===== src/rtl/sr_pkg.sv =====
// Shared types and constants for the SR request conditioner.
package sr_pkg;

  localparam int DB_CYCLES_DEF = 4;
  localparam int DB_CNT_W      = $clog2(256);

  typedef enum logic [1:0] {ARB_NONE, ARB_SET, ARB_CLR, ARB_BOTH} arb_t;

  function automatic arb_t arb_decode(input logic set_evt, input logic clr_evt);
    arb_t a;
    case ({set_evt, clr_evt})
      2'b10:   a = ARB_SET;
      2'b01:   a = ARB_CLR;
      2'b11:   a = ARB_BOTH;
      default: a = ARB_NONE;
    endcase
    return a;
  endfunction

endpackage


===== src/rtl/sr_debounce.sv =====
// One request channel: two-flop synchroniser, stability debounce and a
// registered rising-edge event on the accepted level.
module sr_debounce
  import sr_pkg::*;
#(
  parameter int DB_CYCLES = DB_CYCLES_DEF
) (
  input  logic clk,
  input  logic rst,
  input  logic raw,
  output logic rise_evt
);

  logic                sync1;
  logic                sync2;
  logic                lvl;
  logic [DB_CNT_W-1:0] cnt;

  // lvl only moves after DB_CYCLES consecutive samples that disagree with it;
  // rise_evt is set on the same edge that lvl goes 0->1.
  always_ff @(posedge clk) begin
    if (rst) begin
      sync1    <= 1'b0;
      sync2    <= 1'b0;
      lvl      <= 1'b0;
      cnt      <= '0;
      rise_evt <= 1'b0;
    end else begin
      sync1    <= raw;
      sync2    <= sync1;
      rise_evt <= 1'b0;
      if (sync2 == lvl) begin
        cnt <= '0;
      end else if (cnt == DB_CNT_W'(DB_CYCLES - 1)) begin
        lvl      <= sync2;
        cnt      <= '0;
        rise_evt <= sync2;
      end else begin
        cnt <= cnt + DB_CNT_W'(1);
      end
    end
  end

endmodule


===== src/rtl/sr_req_conditioner.sv =====
// Conditions raw set/clear requests into exclusive one-cycle s/r pulses.
// Build option SR_TOGGLE_EN: simultaneous requests toggle q (JK style)
// instead of letting clear dominate.
module sr_req_conditioner
  import sr_pkg::*;
#(
  parameter int DB_CYCLES = DB_CYCLES_DEF,
  parameter int CNT_W     = 8
) (
  input  logic             clk,
  input  logic             rst,
  input  logic             set_raw,
  input  logic             clr_raw,
  input  logic             q_fb,
  output logic             s,
  output logic             r,
  output logic             conflict,
  output logic [CNT_W-1:0] pulse_cnt
);

  logic set_evt;
  logic clr_evt;
  arb_t arb;
  logic s_nxt;
  logic r_nxt;
  logic conflict_nxt;

  sr_debounce #(.DB_CYCLES(DB_CYCLES)) u_db_set (
    .clk      (clk),
    .rst      (rst),
    .raw      (set_raw),
    .rise_evt (set_evt)
  );

  sr_debounce #(.DB_CYCLES(DB_CYCLES)) u_db_clr (
    .clk      (clk),
    .rst      (rst),
    .raw      (clr_raw),
    .rise_evt (clr_evt)
  );

  assign arb = arb_decode(set_evt, clr_evt);

`ifndef SR_TOGGLE_EN
  // q feedback only matters when toggling.
  logic q_fb_unused;
  assign q_fb_unused = q_fb;
`endif

  always_comb begin
    s_nxt        = 1'b0;
    r_nxt        = 1'b0;
    conflict_nxt = 1'b0;
    case (arb)
      ARB_SET: s_nxt = 1'b1;
      ARB_CLR: r_nxt = 1'b1;
      ARB_BOTH: begin
        conflict_nxt = 1'b1;
`ifdef SR_TOGGLE_EN
        s_nxt = ~q_fb;
        r_nxt = q_fb;
`else
        r_nxt = 1'b1;
`endif
      end
      default: ;
    endcase
  end

  always_ff @(posedge clk) begin
    if (rst) begin
      s         <= 1'b0;
      r         <= 1'b0;
      conflict  <= 1'b0;
      pulse_cnt <= '0;
    end else begin
      s         <= s_nxt;
      r         <= r_nxt;
      conflict  <= conflict_nxt;
      pulse_cnt <= pulse_cnt + CNT_W'(s | r);
    end
  end

endmodule


===== config.mk =====
export PLATFORM = sky130hd
export DESIGN_NAME = sr_req_conditioner
export DESIGN_NICKNAME = d
export VERILOG_FILES = /design/src/rtl/sr_pkg.sv /design/src/rtl/sr_debounce.sv /design/src/rtl/sr_req_conditioner.sv
export SDC_FILE = /design/constraint.sdc
export NUM_CORES = 1
export LEC_CHECK = 0
export BUFFER_PORTS_ARGS = -buffer_cell sky130_fd_sc_hd__buf_2
export CORE_ASPECT_RATIO = 1.5
export CORE_MARGIN = 2
export CORE_UTILIZATION = 50
export CTS_BUF_LIST = sky130_fd_sc_hd__clkbuf_2
export DETAILED_ROUTE_END_ITERATION = 8
export PLACE_DENSITY_LB_ADDON = 0.3
export SLEW_MARGIN = 20
export SYNTH_ARGS = -nofsm -noshare
export SYNTH_HDL_FRONTEND = slang
export SYNTH_SLANG_ARGS = --single-unit

===== constraint.sdc =====
create_clock -name clk -period 3 [get_ports clk]
set_input_delay 0.15 -clock clk [delete_from_list [all_inputs] [get_ports clk]]
set_output_delay 0.15 -clock clk [all_outputs]
set_load 0.01 [all_outputs]

==> results.md, run 1 <==
* Post-DP Area at around 1400 sq um
* Via density at 5.15
* CTS max path bufs at 2
* Biggest area consumer among synthesized cells: dfxtp_1
* Max VDD drop at about 0.28 mV
* Fill cells at around 260
* Iter 0 DRT Violations at 18
* Crit path kind: flop to flop
* Finished layout cell area at about 1500 sq um
* Top cells by count, synth: 35 x dfxtp_1, 15 x nor2_1, 11 x a21oi_1, 11 x nand3_1
* Count of flip-flops with a built-in enable after synthesis at 0
* Synth Net Count at around 150
* Clk pwr share at 29.8%
* CP Launch Type: flop
* Layout cells sized above 1 at 15.8%
* Max stage delay on crit path at a little under 500 ps
* RSZ-0062 raised after global routing: false
* First-pass GRT wire length at between 3 and 4 mm
* Fin nets at approximately 170
* DIE HEIGHT at 67.3 microns
* CP bufs+invs at 0
* Top cells by area, synth: dfxtp_1 52%, xor2_1 4.6%, nor2_1 4.2%, or3_1 4.2%, a21oi_1 4.1%
* Average cell area after synthesis at 9.35 sq um
* Delay-heaviest family, CP: simple AND/OR/NAND/NOR gates
* Post-Syn Area at between 1000 and 1500 sq um
* Static Leakage at about 0.58 nW
* Most common cell in the synthesized netlist: dfxtp_1
* Tmin final at 1790 ps
* Postcts setup bufs at 0
* Hold Violations, Final at 0
* Vias at approximately 1.0k
* Worst-path cell chain: ha_1, or4b_4, o211ai_1, nor2_1
* Drt drc at 0
* H-tree lvl count at 2
* Share of synthesized registers carrying an async set or reset at 0%
* Slew at the pin closest to its max-slew limit at roughly 610 ps
* CP max FO at 6
* Area Overhead vs Synth at 12.6%
* Final setup violation count at 0
* Core Footprint at approximately 2600 sq um
* Slew headroom at 58.7%
* WP data arrival at ~2000 ps
* Ports at 16
* Die Wd at 46.2 microns
* HPWL reported at the end of detailed placement at ~1.6 mm
* Pwr Density at about 460 nW/um^2
* Ys flop type: dfxtp_1
* Final period utilization at between 50% and 60%
* Port Buf Inserts at 14
* Cts hold-fix bufs at 2
* Largest net degree at the start of global routing at 21
* Layout Utilization at 57.5%
* Total power at just under 700 uW
* Clock buffer count from CTS at 5
* Sw Pwr at approximately 150 uW
* Sw frac at between 20% and 30%
* Max-capacitance violation count at 0
* Clock sink count at 35
* Num rows at 23
* Peak Freq at between 500 and 600 MHz
* Outcome: completed
* WL/cell at roughly 11 microns
* Worst skew pair latency at 360 ps
* Post-CTS sizing at 0
* Root buf cell: clkbuf_2
* WL final at 2.23 mm
* Logic pwr share at 2.1%
* FF+latch count, synth at 35
* Worst setup EP type: flop
* Final Max Tran Viols at 0
* CTS tree: built
* CP max stage cell: or4b_4
* WHS at between 150 and 200 ps
* Clock skew at between 7 and 8 ps
* Gp weighted congestion at 0.851
* Drt pass-1 iters at 4
* Final ANT Viol Nets at 0
* Total die area at between 3000 and 4000 sq um
* Clock-pin slew on the worst setup and hold paths at roughly 160 ps
* Flop pwr share at 68.1%
* Starting Density at between 50% and 60%
* CP required at 3250 ps
* Setup TNS at 0 ps
* Antenna violations before repair at 0
* Vias in the first global route at approximately 900
* Seq/Total Area, Yosys at approximately 52%
* Synth Instances at approximately 140
* Number of diodes at 0
* Int Power at between 500 and 600 uW
* YS warnings at 0
* Tot GR Track Use at between 10% and 20%
* Library cells used by synthesis at 27
* Hold crit path type: input pin to flop
* Global route overflow at 0
* Synth top area share at a little over half
## routing by layer
layer / vias up / GRT usage [%] / share of wire (%)
met1: 477 / 16.0 / 43
met5: - / 0 / 0
met2: 16 / 27.4 / 50
met3: 7 / 7.22 / 3.9
met4: 0 / 9.64 / 2.6
li1: 540 / - / -
## worst paths after layout
path	startpoint	endpoint	slack (ps)	cells after the start
max	u_db_clr.cnt[0]	u_db_clr.cnt[2]	1210	4
min	rst	pulse_cnt[3]	150	2
max reg2reg	u_db_clr.cnt[0]	u_db_clr.cnt[2]	1210	4
min reg2reg	u_db_clr.rise_evt	s	450	1
## per-stage QoR
step           setup WS [ps]  instances
2_1_floorplan           1410        143
3_5_place_dp            1200        192
5_1_grt                 1110        202
6_report                1210        202
3_3_place_gp            1230        192
4_1_cts                 1190        202
## power by group through the flow
stage	Combinational (mW)	Sequential (mW)	Clock, mW
floorplan	0.00930	0.480	0
global placement	0.0124	0.480	0
detailed placement	0.0129	0.480	0
CTS	0.0148	0.471	0.217
global route	0.0163	0.472	0.239
finish	0.0146	0.471	0.206
## final cells by class
type | instances | area, sq um | area share (%)
multi-input cells | 101 | 611 | 40.5
clock inverters | 1 | 5.00 | 0.332
flip-flops and latches | 35 | 701 | 46.5
inverters | 5 | 18.8 | 1.25
clock buffers | 7 | 35.0 | 2.33
well taps | 37 | 46.3 | 3.07
repair buffers | 16 | 90.1 | 5.98
## flip-flops by register name, summed over array words and instances (netlist names)
name / flops
u_db_set.lvl: 1
u_db_clr.lvl: 1
u_db_clr.sync2: 1
conflict: 1
u_db_clr.sync1: 1
u_db_clr.rise_evt: 1
u_db_set.sync1: 1
u_db_clr.cnt: 8
pulse_cnt: 8
r: 1
u_db_set.rise_evt: 1
u_db_set.cnt: 8
s: 1
u_db_set.sync2: 1
## kinds of logic (layout without fill, tap and decap cells)
kind of cell,Yosys count,after routing,share of synthesized area [%]
flops,35,35,52.4
simple gates,62,62,24.7
compound gates,24,24,10.0
xor+xnor,11,11,7.20
fa+ha+maj,4,4,3.74
buf+inv,7,29,1.96
## worst register-to-register path, delay by kind of cell (launching register included)
kind	cells	cell delay, ps
adders and majority gates	1	220
AOI/OAI and AO/OA	1	450
and+or+nand+nor	2	590
DFF	1	420
## layout by cell type, fill, tap and decap left out, types with 7 or more instances in the layout
cell type	count
o21ai_0	9
dfxtp_1	35
nand3_1	11
or3_1	9
nand2_1	8
nor2b_1	7
buf_2	14
nor2_1	15
a21oi_1	11
clkbuf_2	7
xor2_1	7
Note: power is estimated with default switching activity, not from simulation.
==> run 2, diff against run 1 <==
==> constraint.sdc (replaced) <==
create_clock -name clk -period 1.6 [get_ports clk]
set_input_delay 0.08 -clock clk [delete_from_list [all_inputs] [get_ports clk]]
set_output_delay 0.08 -clock clk [all_outputs]
set_load 0.01 [all_outputs]
==> run 2 against run 1 <==
Against the previous run:
- combinational power is 120% higher
- worst hold slack lost 65 ps
- critical endpoint is now u_db_clr.lvl
- largest cell class unchanged
- design area rose by 5.1%
- largest power group unchanged
- total power increased by 89%
- clock skew down 1.1 ps
- sequential power increased by 87%
==> results.md, run 2 (synthesized netlist as in run 1, its figures left out) <==
* Outcome: completed (unchanged)
* Crit path from: u_db_clr.cnt[1] (was u_db_clr.cnt[0])
* Hold Startpoint: rst (unchanged)
* Reg2reg start: u_db_clr.cnt[1] (was u_db_clr.cnt[0])
* Ports at 16 (unchanged)
* Clock skew at 6.06 ps (was 7.14 ps)
* Clock buffer count from CTS at 5 (unchanged)
* Placed insts at 199 (was 192)
* Vias at 1067 (was 1040)
* Number of diodes at 0 (unchanged)
* CTS tree: built (unchanged)
* Gp weighted congestion at 0.849 (was 0.851)
* Worst skew pair latency at 370 ps (was 360 ps)
* Clock-pin slew on the worst setup and hold paths at 160 ps (about the same)
* Final period utilization at 95.9% (was 59.6%)
* Core Footprint at 2620 sq um (unchanged)
* RSZ-0062 raised after global routing: true (was false)
* Max VDD drop at 0.557 mV (was 0.280 mV)
* WP data arrival at 1840 ps (was 2040 ps)
* DP Worst Slack at 53.4 ps (was 1200 ps)
* Footprint of the multi-input gates at 633 sq um (was 611 sq um)
* Post-DP Area at 1500 sq um (was 1450 sq um)
* Num rows at 23 (unchanged)
* Antenna violations before repair at 0 (unchanged)
* Vias in the first global route at 977 (was 922)
* Tot GR Track Use at 17.4% (was 16.4%)
* CP required at 1910 ps (was 3250 ps)
* Most frequent cells in the layout: 33 x dfxtp_1, 15 x nor2_1, 14 x buf_2, 10 x nand3_1, 10 x a21oi_1 (was 35 x dfxtp_1, 15 x nor2_1, 14 x buf_2, 11 x nand3_1, 11 x a21oi_1)
* HPWL reported at the end of detailed placement at 1.68 mm (was 1.62 mm)
* Static Leakage at 0.618 nW (was 0.579 nW)
* Starting Density at 51.1% (unchanged)
* Crit path kind: flop to flop (unchanged)
* Total power at 1.31 mW (was 691 uW)
* Layout Cells excl Fill at 209 (was 202)
* Global route overflow at 0 (unchanged)
* Drt pass-1 iters at 5 (was 4)
* Layout Utilization at 60.5% (was 57.5%)
* Largest net degree at the start of global routing at 21 (unchanged)
* WL/cell at 11.0 microns (about the same)
* Die Wd at 46.2 microns (unchanged)
* Setup TNS at 0 ps (unchanged)
* Iter 0 DRT Violations at 8 (was 18)
* Biggest regs: pulse_cnt x8, u_db_clr.cnt x8, u_db_set.cnt x8 (unchanged)
* Finished layout cell area at 1580 sq um (was 1510 sq um)
* Final worst slack at 65.8 ps (was 1210 ps)
* Slew at the pin closest to its max-slew limit at 387 ps (was 611 ps)
* H-tree lvl count at 2 (unchanged)
* CTS max path bufs at 2 (unchanged)
* CP Launch Type: flop (unchanged)
* Fin nets at 180 (was 173)
* Area Overhead vs Synth at 18.4% (was 12.6%)
* Final Max Tran Viols at 0 (unchanged)
* Worst setup EP type: flop (unchanged)
* Max-capacitance violation count at 0 (unchanged)
* Hold crit path type: input pin to flop (unchanged)
* Peak Freq at 652 MHz (was 560 MHz)
* Fill cells at 231 (was 255)
* Layout cells sized above 1 at 23.3% (was 15.8%)
* Tmin final at 1530 ps (was 1790 ps)
* Total die area at 3110 sq um (unchanged)
* Final ANT Viol Nets at 0 (unchanged)
* CP max FO at 4 (was 6)
* Root buf cell: clkbuf_2 (unchanged)
* Commonest non-fill, non-tap cell in the layout: dfxtp_1 (unchanged)
* Pwr Density at 826 nW/um^2 (was 458 nW/um^2)
* Hold Violations, Final at 0 (unchanged)
* First-pass GRT wire length at 3.77 mm (was 3.59 mm)
* Slew headroom at 74.0% (was 58.7%)
* WL final at 2.31 mm (was 2.23 mm)
* Via density at 5.11 (was 5.15)
* Register Area at 703 sq um (was 701 sq um)
* Port Buf Inserts at 14 (unchanged)
* Drt drc at 0 (unchanged)
* WHS at 87.4 ps (was 152 ps)
* Final setup violation count at 0 (unchanged)
* DIE HEIGHT at 67.3 microns (unchanged)
* Clock sink count at 35 (unchanged)
-- run 2: worst paths after layout --
path | slack, ps | depth (start not counted) | end
max | 70 | 4 | u_db_clr.lvl
min | 90 | 2 | pulse_cnt[3]
max reg2reg | 70 | 4 | u_db_clr.lvl
min reg2reg | 450 | 1 | s
-- run 2: final cells by class --
type | instances | share of cell area [%]
Sequential cell | 35 | 44.4
Multi-Input combinational cell | 101 | 40.0
Timing Repair Buffer | 23 | 9.00
Tap cell | 37 | 2.92
Clock buffer | 7 | 2.21
Inverter | 5 | 1.18
Clock inverter | 1 | 0.316
-- run 2: critical path: stages (launching register included) --
cell and delay [ps]:
dfxtp_1 360, ha_1 160, or4b_4 480, or3_1 370, a21oi_1 120
-- run 2: what timing repair did --
item	CTS	global route
hold endpoints to repair	2	0
setup endpoints to repair	0	11
resized for setup	0	7
buffers inserted	0	0
hold buffers	2	0
-- run 2: layer usage --
metal / vias to the layer above / routed length (microns) / part of all wire (%) / global-route usage [%]
met1: 489 / 959 / 42 / 17.0
li1: 553 / - / - / -
met3: 4 / 100 / 4.3 / 8.02
met2: 21 / 1210 / 52 / 29.7
met4: 0 / 38 / 1.6 / 8.57
met5: - / 0 / 0 / 0
-- run 2: power by group --
group | switching [mW] | internal (mW) | total (mW)
Sequential | 0.00314 | 0.879 | 0.882
Combinational | 0.0176 | 0.0143 | 0.0319
Clock | 0.275 | 0.119 | 0.394
Total | 0.296 | 1.01 | 1.31
==> run 3, diff against run 2 <==
--- a/config.mk
+++ b/config.mk
@@ -15,4 +15,5 @@
 export SLEW_MARGIN = 20
 export SYNTH_ARGS = -nofsm -noshare
 export SYNTH_HDL_FRONTEND = slang
+export SYNTH_HIERARCHICAL = 1
 export SYNTH_SLANG_ARGS = --single-unit
==> run 3 against run 2 <==
Against the previous run:
- via count grew 4.2%
- clock power grew 39%
- maximum frequency grew 0.75%
- register-to-register slack is essentially flat
- worst setup slack gained 11 ps
- die area grew 4.1%
- sequential cell count is the same
- total power grew 12%
- critical path depth is the same
- largest cell class unchanged
- highest routed layer unchanged
==> results.md, run 3 <==
* Final period utilization at 95.2% (was 95.9%)
* Crit path kind: flop to flop (unchanged)
* Vias in the first global route at 1032 (was 977)
* Average cell area after synthesis at 9.76 sq um (was 9.35 sq um)
* FF-to-FF End: u_db_clr/cnt[2] (was u_db_clr.lvl)
* Top cells by area, synth: dfxtp_1 50%, nand3_1 4.3%, a21oi_1 3.9%, xor2_1 3.8%, ha_1 3.6% (was dfxtp_1 52%, xor2_1 4.6%, nor2_1 4.2%, or3_1 4.2%, a21oi_1 4.1%)
* Root buf cell: clkbuf_2 (unchanged)
* WP data arrival at 1800 ps (was 1840 ps)
* Flop pwr share at 60.3% (was 67.4%)
* Starting Density at 52.2% (was 51.1%)
* YS warnings at 6 (was 0)
* Tmin final at 1520 ps (was 1530 ps)
* WHS at 63.3 ps (was 87.4 ps)
* Ys flop type: dfxtp_1 (unchanged)
* Die Wd at 47.2 microns (was 46.2 microns)
* Synth Instances at 143 (unchanged)
* RSZ-0062 raised after global routing: false (was true)
* Global route overflow at 0 (unchanged)
* Sw frac at 21.4% (was 22.6%)
* CP required at 1880 ps (was 1910 ps)
* Num rows at 23 (unchanged)
* Max-capacitance violation count at 0 (unchanged)
* Synth Net Count at 152 (unchanged)
* Sw Pwr at 313 uW (was 296 uW)
* Layout Utilization at 61.2% (was 60.5%)
* Reg2reg start: u_db_clr/cnt[1] (was u_db_clr.cnt[1])
* Logic pwr share at 2.3% (was 2.4%)
* Clock skew at 13.0 ps (was 6.06 ps)
* Most frequent cells in the layout: 35 x dfxtp_1, 14 x buf_2, 13 x nor2_1, 12 x nand3_1, 11 x a21oi_1 (was 33 x dfxtp_1, 15 x nor2_1, 14 x buf_2, 10 x nand3_1, 10 x a21oi_1)
* Commonest non-fill, non-tap cell in the layout: dfxtp_1 (unchanged)
* Clk pwr share at 37.4% (was 30.1%)
* Final Max Tran Viols at 0 (unchanged)
* Drt drc at 0 (unchanged)
* CTS max path bufs at 2 (unchanged)
* Library cells used by synthesis at 27 (unchanged)
* DIE HEIGHT at 68.7 microns (was 67.3 microns)
* Area Overhead vs Synth at 17.2% (was 18.4%)
* Static Leakage at 0.649 nW (was 0.618 nW)
* Via density at 5.35 (was 5.11)
* Worst skew pair latency at 380 ps (was 370 ps)
* Footprint of the multi-input gates at 683 sq um (was 633 sq um)
* CP max FO at 7 (was 4)
* Number of diodes at 0 (unchanged)
* R2R cell count at 4 (unchanged)
* WL/cell at 12.3 microns (was 11.0 microns)
* Most common cell in the synthesized netlist: dfxtp_1 (unchanged)
* WL final at 2.56 mm (was 2.31 mm)
* Peak Freq at 657 MHz (was 652 MHz)
* Slew headroom at 74.2% (was 74.0%)
* Antenna violations before repair at 0 (unchanged)
* Share of synthesized registers carrying an async set or reset at 0% (unchanged)
* Slew at the pin closest to its max-slew limit at 382 ps (was 387 ps)
* CTS tree: built (unchanged)
* Biggest regs: pulse_cnt x8, u_db_clr/cnt x8, u_db_set/cnt x8 (was pulse_cnt x8, u_db_clr.cnt x8, u_db_set.cnt x8)
* Tot GR Track Use at 18.7% (was 17.4%)
* Ports at 16 (unchanged)
* Iter 0 DRT Violations at 19 (was 8)
* HPWL reported at the end of detailed placement at 1.88 mm (was 1.68 mm)
* Layout cells sized above 1 at 20.5% (was 23.3%)
* Top cells by count, synth: 35 x dfxtp_1, 13 x nor2_1, 12 x nand3_1 (was 35 x dfxtp_1, 15 x nor2_1, 11 x a21oi_1, 11 x nand3_1)
* Clock-pin slew on the worst setup and hold paths at 180 ps (was 160 ps)
* First-pass GRT wire length at 4.24 mm (was 3.77 mm)
* Drt pass-1 iters at 4 (was 5)
* Clock sink count at 35 (unchanged)
* Vias at 1112 (was 1067)
* DP Worst Slack at 75.5 ps (was 53.4 ps)
* Critical path destination: u_db_clr/cnt[2] (was u_db_clr.lvl)
* Layout Cells excl Fill at 208 (was 209)
* Total die area at 3240 sq um (was 3110 sq um)
* Placed insts at 198 (was 199)
* Final worst slack at 77.2 ps (was 65.8 ps)
* Max VDD drop at 0.537 mV (was 0.557 mV)
* Crit path from: u_db_clr/cnt[1] (was u_db_clr.cnt[1])
* Post-Syn Area at 1400 sq um (was 1340 sq um)
* Final setup violation count at 0 (unchanged)
* Worst setup EP type: flop (unchanged)
* Outcome: completed (unchanged)
* Hold crit path type: input pin to flop (unchanged)
* Synth top area share at 50.2% (was 52.4%)
* Fill cells at 241 (was 231)
* Port Buf Inserts at 14 (unchanged)
* Seq/Total Area, Yosys at 50.2% (was 52.4%)
* Worst R2R Setup Slack at 80 ps (was 70 ps)
* Biggest area consumer among synthesized cells: dfxtp_1 (unchanged)
* Register Area at 701 sq um (was 703 sq um)
* Pwr Density at 894 nW/um^2 (was 826 nW/um^2)
* Clock buffer count from CTS at 5 (unchanged)
* Count of flip-flops with a built-in enable after synthesis at 0 (unchanged)
* Largest net degree at the start of global routing at 22 (was 21)
* Final ANT Viol Nets at 0 (unchanged)
* Gp weighted congestion at 0.787 (was 0.849)
* FF+latch count, synth at 35 (unchanged)
* H-tree lvl count at 2 (unchanged)
* Core Footprint at 2680 sq um (was 2620 sq um)
* Postcts setup bufs at 0 (unchanged)
* Fin nets at 179 (was 180)
* CP Launch Type: flop (unchanged)
* Int Power at 1.15 mW (was 1.01 mW)
* Setup TNS at 0 ps (unchanged)
* Hold Violations, Final at 0 (unchanged)
-- run 3: repair_timing --
action,in CTS,in global routing
endpoints found under the hold margin,2,0
hold buffers,2,0
resized for setup,0,1
setup endpoints to repair,0,1
-- run 3: critical path, cell delays in order (launching register included) --
cell and delay (ps):
dfxtp_1 410, ha_1 170, or4b_4 480, o211ai_4 280, nor2_1 80
-- run 3: worst min-delay path by stage --
stage	startpoint	end	slack [ps]	depth (start not counted)
after detailed placement	set_raw	u_db_set/sync1	310	2
after floorplan	rst	u_db_clr/lvl	150	1
final	rst	u_db_set/sync1	60	2
after CTS	rst	u_db_clr/sync1	40	2
after global placement	set_raw	u_db_set/sync1	300	2
after global routing	rst	u_db_set/sync1	50	2
-- run 3: logic make-up after synthesis --
group / after synthesis / share of synthesized area (%)
and+or+nand+nor: 64 / 26.7
DFF: 35 / 50.2
AOI/OAI and AO/OA: 24 / 11.3
xor gates and xnor gates: 11 / 6.90
buffers and inverters: 5 / 1.34
adders and majority gates: 4 / 3.58
-- run 3: layout make-up --
cell class	instances	share of cell area, %
well taps	37	2.83
inverters	4	0.917
repair buffers	21	7.80
clock inverters	3	2.37
multi-input cells	103	41.7
clock buffers	5	1.53
flip-flops and latches	35	42.8
-- run 3: per-stage QoR --
stage | cell area (sq um) | total power, mW
after floorplan | 1400 | 0.917
after global placement | 1550 | 0.929
after detailed placement | 1550 | 0.931
after CTS | 1630 | 1.49
after global routing | 1640 | 1.52
final | 1640 | 1.46
-- run 3: power groups by stage --
stage               sequential [mW]  clock [mW]  combinational (mW)
floorplan                     0.900           0              0.0174
global placement              0.900           0              0.0295
detailed placement            0.900           0              0.0301
CTS                           0.883       0.569              0.0344
global route                  0.884       0.597              0.0376
finish                        0.882       0.547              0.0336
-- run 3: per-layer routing --
layer  track usage, %  vias up  routed length (microns)
met2             33.4       25                     1400
met3             7.03        5                      103
met4             8.33        0                       51
met5                0        -                        0
li1                 -      562                        -
met1             18.5      520                     1010
